===== config.mk =====
export PLATFORM = sky130hd
export DESIGN_NAME = sram_controller
export DESIGN_NICKNAME = d
export VERILOG_FILES = /design/src/rtl/sram_controller_pkg.sv /design/src/rtl/sram_controller.sv
export SDC_FILE = /design/constraint.sdc
export NUM_CORES = 1
export LEC_CHECK = 0
export ABC_AREA = 1
export CAP_MARGIN = 15
export CORE_MARGIN = 8
export CORE_UTILIZATION = 25
export CTS_BUF_LIST = sky130_fd_sc_hd__clkbuf_16
export CTS_CLUSTER_SIZE = 40
export DETAILED_ROUTE_END_ITERATION = 8
export SLEW_MARGIN = 20
export SYNTH_ARGS = -nofsm -noshare
export SYNTH_HDL_FRONTEND = slang
export SYNTH_SLANG_ARGS = --single-unit

===== constraint.sdc =====
create_clock -name clk -period 2.6 [get_ports clk]
set_input_delay 0.65 -clock clk [delete_from_list [all_inputs] [get_ports clk]]
set_output_delay 0.65 -clock clk [all_outputs]
set_load 0.05 [all_outputs]

===== src/rtl/sram_controller_pkg.sv =====
// Shared types and defaults for the SRAM controller.
// Holds the FSM state enum plus wait/base defaults.
package sram_controller_pkg;

  localparam int unsigned WAIT_CYCLES_DEF = 2;
  localparam logic [31:0] ADDR_BASE_DEF   = 32'd1024;

  typedef enum logic [1:0] {
    IDLE = 2'd0,
    LOW  = 2'd1,
    HIGH = 2'd2,
    DONE = 2'd3
  } state_e;

endpackage


===== src/rtl/sram_controller.sv =====
// 32-bit load/store port onto a 16-bit async SRAM, two half-accesses.
// Ports: clk, rst (async low), wrEn/rdEn/address/writeData in, readData/ready out, sram* bus.
module sram_controller
  import sram_controller_pkg::*;
#(
  parameter int unsigned WAIT_CYCLES = WAIT_CYCLES_DEF,
  parameter logic [31:0] ADDR_BASE   = ADDR_BASE_DEF
) (
  input  logic        clk,
  input  logic        rst,
  input  logic        wrEn,
  input  logic        rdEn,
  input  logic [31:0] address,
  input  logic [31:0] writeData,
  output logic [31:0] readData,
  output logic        ready,
  output logic [17:0] sramAddr,
  output logic [15:0] sramDqOut,
  input  logic [15:0] sramDqIn,
  output logic        sramDqOe,
  output logic        sramWeN
);

  localparam logic [3:0] LAST = 4'(WAIT_CYCLES - 1);

  state_e      state_q, state_d;
  logic [3:0]  cnt_q, cnt_d;
  logic        wr_q, wr_d;
  logic [31:0] read_data_q, read_data_d;

  logic        req;
  logic        last;
  logic        in_xfer;
  logic        is_high;
  logic [31:0] offset;
  logic [16:0] word;
  logic        unused_offset_bits;

  assign req     = rdEn | wrEn;
  assign last    = (cnt_q == LAST);
  assign in_xfer = (state_q == LOW) || (state_q == HIGH);
  assign is_high = (state_q == HIGH);

  // Address and data come straight from the pipeline register,
  // which the requester holds stable while ready is low.
  assign offset = address - ADDR_BASE;
  assign word   = offset[18:2];
  assign unused_offset_bits = ^{offset[31:19], offset[1:0]};

  always_comb begin
    state_d     = state_q;
    cnt_d       = cnt_q;
    wr_d        = wr_q;
    read_data_d = read_data_q;
    unique case (state_q)
      IDLE: begin
        if (req) begin
          state_d = LOW;
          wr_d    = wrEn;
          cnt_d   = '0;
        end
      end
      LOW: begin
        if (last) begin
          state_d = HIGH;
          cnt_d   = '0;
          if (!wr_q) read_data_d[15:0] = sramDqIn;
        end else begin
          cnt_d = cnt_q + 4'd1;
        end
      end
      HIGH: begin
        if (last) begin
          state_d = DONE;
          cnt_d   = '0;
          if (!wr_q) read_data_d[31:16] = sramDqIn;
        end else begin
          cnt_d = cnt_q + 4'd1;
        end
      end
      DONE: begin
        // A request still held here belongs to the finished access.
        state_d = IDLE;
        cnt_d   = '0;
      end
      default: begin
        state_d = IDLE;
        cnt_d   = '0;
      end
    endcase
  end

  always_ff @(posedge clk or negedge rst) begin
    if (!rst) begin
      state_q     <= IDLE;
      cnt_q       <= '0;
      wr_q        <= 1'b0;
      read_data_q <= '0;
    end else begin
      state_q     <= state_d;
      cnt_q       <= cnt_d;
      wr_q        <= wr_d;
      read_data_q <= read_data_d;
    end
  end

  // Bus outputs decode from the state flop so reset clears them at once.
  always_comb begin
    sramAddr  = '0;
    sramDqOut = '0;
    sramDqOe  = 1'b0;
    sramWeN   = 1'b1;
    if (in_xfer) begin
      sramAddr = {word, is_high};
      if (wr_q) begin
        sramDqOut = is_high ? writeData[31:16] : writeData[15:0];
        sramDqOe  = 1'b1;
        sramWeN   = 1'b0;
      end
    end
  end

  assign ready    = (state_q == DONE) || ((state_q == IDLE) && !req);
  assign readData = read_data_q;

endmodule

==> results.yml <==
status:
  outcome: "completed"
worst_setup_path:
  worstPathArrival_ns: 1.88
  crit_chain: "clkdlybuf4s50_1 > nor2_2 > buf_4 > nand3_1 > a21oi_2 > buf_12"
  critical_path_depth: 6
  crit_buf_inv: 3
  slowest_delay_ns: 0.49
  endpoint_kind: "output pin"
  regToRegStartpoint: "state_q[0]"
  crit_path_start_kind: "input port"
  worstPathRequired_ns: 1.95
  cp_max_fo: 4
  cpMaxStageDelayCell: "clkdlybuf4s50_1"
  crit_type: "input port to output pin"
  r2r_cells: 6
  cp_top_family: "buffers and inverters"
  timing.rr.end: "readData[26]"
  r2r_setup_slack_ns: 0.72
  startpoint: "address[13]"
  cp-endpoint: "sramAddr[14]"
floorplan:
  dieArea_um2: 12600
  dieWidth_um: 112
  initial_utilization_pct: 25.4
  dieHeight_um: 112
  core_area_um2: 9110
  rows: 35
  io_pins: 153
global_routing:
  busiest_layer: "met2"
  grt_first_pass_wirelength_um: 13500
  grt_pass1_vias: 2562
  global_route.overflow_total: 0
  grt_util_met3_pct: 5.42
  grt.met1_usage_pct: 15.1
  grt_usage_pct: 13.0
  antenna_found_initial: 0
  grt_max_degree: 40
  grtUsageMet2_pct: 21.9
final_layout:
  fin_area_um2: 4500
  nets: 554
  area_growth_pct: 94.4
  fin_util_pct: 49.4
  fin_cells: 575
  layout-drive-gt1-share_pct: 20.9
  diodes: 0
clock_network:
  cts_root_buf: "clkbuf_16"
  numCtsBuffers: 5
  htreeDepth: 2
  clock_latency_ns: 0.28
  clkSinkCount: 39
  clockBufferDepth: 2
  hold_buffers: 0
  cts_tree: "built"
  clkTransAtPathRegs_ns: 0.06
synthesis:
  synth-edff-count: 0
  yosysTopAreaCell: "dfrtp_1"
  syn-cell-area_um2: 2320
  yosysWarnings: 0
  ys_top_cells_by_area: "dfrtp_1, nand2_1, nor2_1, inv_1, ha_1"
  synth_seq_cells: 39
  syn_nets: 412
  synth.distinct_cells: 23
  ys.flop_type: "dfrtp_1"
  yosysSeqAreaShare_pct: 42.1
  synth_top_cell_area_share_pct: 42.1
  async_reset_ff_share_pct: 100
  synth.avg_cell_area_um2: 7.21
  synthMostInstantiatedCell: "nand2_1"
  synth.top_cells.by_count: "nand2_1, nor2_1, dfrtp_1"
  synthCells: 321
drt:
  drt_wl_total_um: 8300
  drcViolationCount: 0
  postRouteAntennaNets: 0
  routedWlPerCell_um: 14.4
  drtIter0Drc: 139
  num_vias: 2511
  via_per_inst: 4.37
  drt_pass1_iterations: 4
placed_design:
  place_hpwl_um: 6410
  place.port_buffers: 137
  dp_cells: 566
  place_area_um2: 4260
  dp_slack_ns: -0.113
  routabilityCongestion: 0.806
worst_hold_path:
  hold_path_class: "register to register"
power_and_ir_drop:
  ir_worst_vdd_uv: 831
  leakagePower_uw: 0.00213
  power-per-cell-area_nw_per_um2: 1700
sta:
  fin_crit_sh_pct: 97.3
  setup_tns_ns: 0
  slew_headroom_pct: 41.5
  finalSetupViolCount: 0
  skew_ns: 0.00643
  fin_crit_ns: 2.53
  layout_setup_ws_ns: 0.0704
  max_freq_mhz: 395
  finalHoldViolCount: 0
  tightest_slew_ns: 0.878
  finalMaxSlewViolations: 0
run:
  maxCapViolCount: 0
-- cell usage in the layout, fill, tap and decap left out, types with 3 or more instances in the layout --
master             n
a21oi_2            4
buf_12            36
buf_4             10
clkbuf_16          5
clkdlybuf4s50_1   96
dfrtp_1           39
dlygate4sd2_1      3
ha_1               4
inv_1             26
inv_2              5
nand2_1          133
nand3_1           10
nor2_1            44
nor2_2             3
nor3_2             5
nor3_4            13
o21ai_0            6
-- stage by stage --
step	hold slack [ns]	total power, uW
after global placement	0.461	6830
after floorplan	0.354	4460
after detailed placement	0.464	6870
final	0.480	7640
after global routing	0.499	8040
after CTS	0.481	7630
-- final cells by class --
type                       count  area (um2)
fill                         896        4610
timing repair buffer         146        1790
multi-input combinational    238        1300
sequential                    39         976
tap                          111         139
inverter                      33         129
clock buffer                   5         125
clock inverter                 3        43.8
-- power breakdown --
part | total (uW) | switching (uW) | internal (uW)
Clock | 698 | 245 | 452
Combinational | 5840 | 3560 | 2280
Sequential | 1110 | 205 | 906
Total | 7640 | 4010 | 3630
-- cells by family after synthesis --
| group | after synthesis | share of synthesized area [%] |
|---|---|---|
| AND/OR/NAND/NOR | 218 | 42.0 |
| XOR/XNOR | 1 | 0.378 |
| flip-flops | 39 | 42.1 |
| buffers and inverters | 44 | 9.13 |
| AO/OA/AOI/OAI | 12 | 2.59 |
| adder cells (fa/ha/maj) | 7 | 3.78 |
-- registers in the layout, indices dropped and copies added, names as in the netlist --
| signal | flops |
|---|---|
| cnt_q | 4 |
| readData | 32 |
| state_q | 2 |
| wr_q | 1 |
-- layer usage --
metal / vias to the layer above / wire length, um
met4: 0 / 65
li1: 1265 / -
met1: 1147 / 3660
met5: - / 0
met3: 6 / 738
met2: 93 / 3840
-- worst reg2reg max path, cell delays in order, from the launching register on --
cell	delay (ns)
dfrtp_1	0.41
inv_1	0.14
ha_2	0.28
inv_4	0.12
nor3_4	0.65
nand2_1	0.12
nand2_1	0.10
-- worst min-delay path by stage --
stage                            start            to  slack, ns  cells after the start
after floorplan                    rst      cnt_q[0]       0.35                      0
after global placement     readData[2]   readData[2]       0.46                      2
after detailed placement  readData[24]  readData[24]       0.46                      2
after CTS                 readData[24]  readData[24]       0.48                      2
after global routing      readData[24]  readData[24]       0.50                      2
final                     readData[24]  readData[24]       0.48                      2
-- what timing repair did --
item | 4_1_cts | 5_1_grt
cloned | 0 | 0
endpoints found under the hold margin | 0 | 0
resized for setup | 11 | 10
buffers inserted | 0 | 1
endpoints found under the setup margin | 13 | 15
pin swaps | 2 | 2
(Power assumes the default switching activity.)
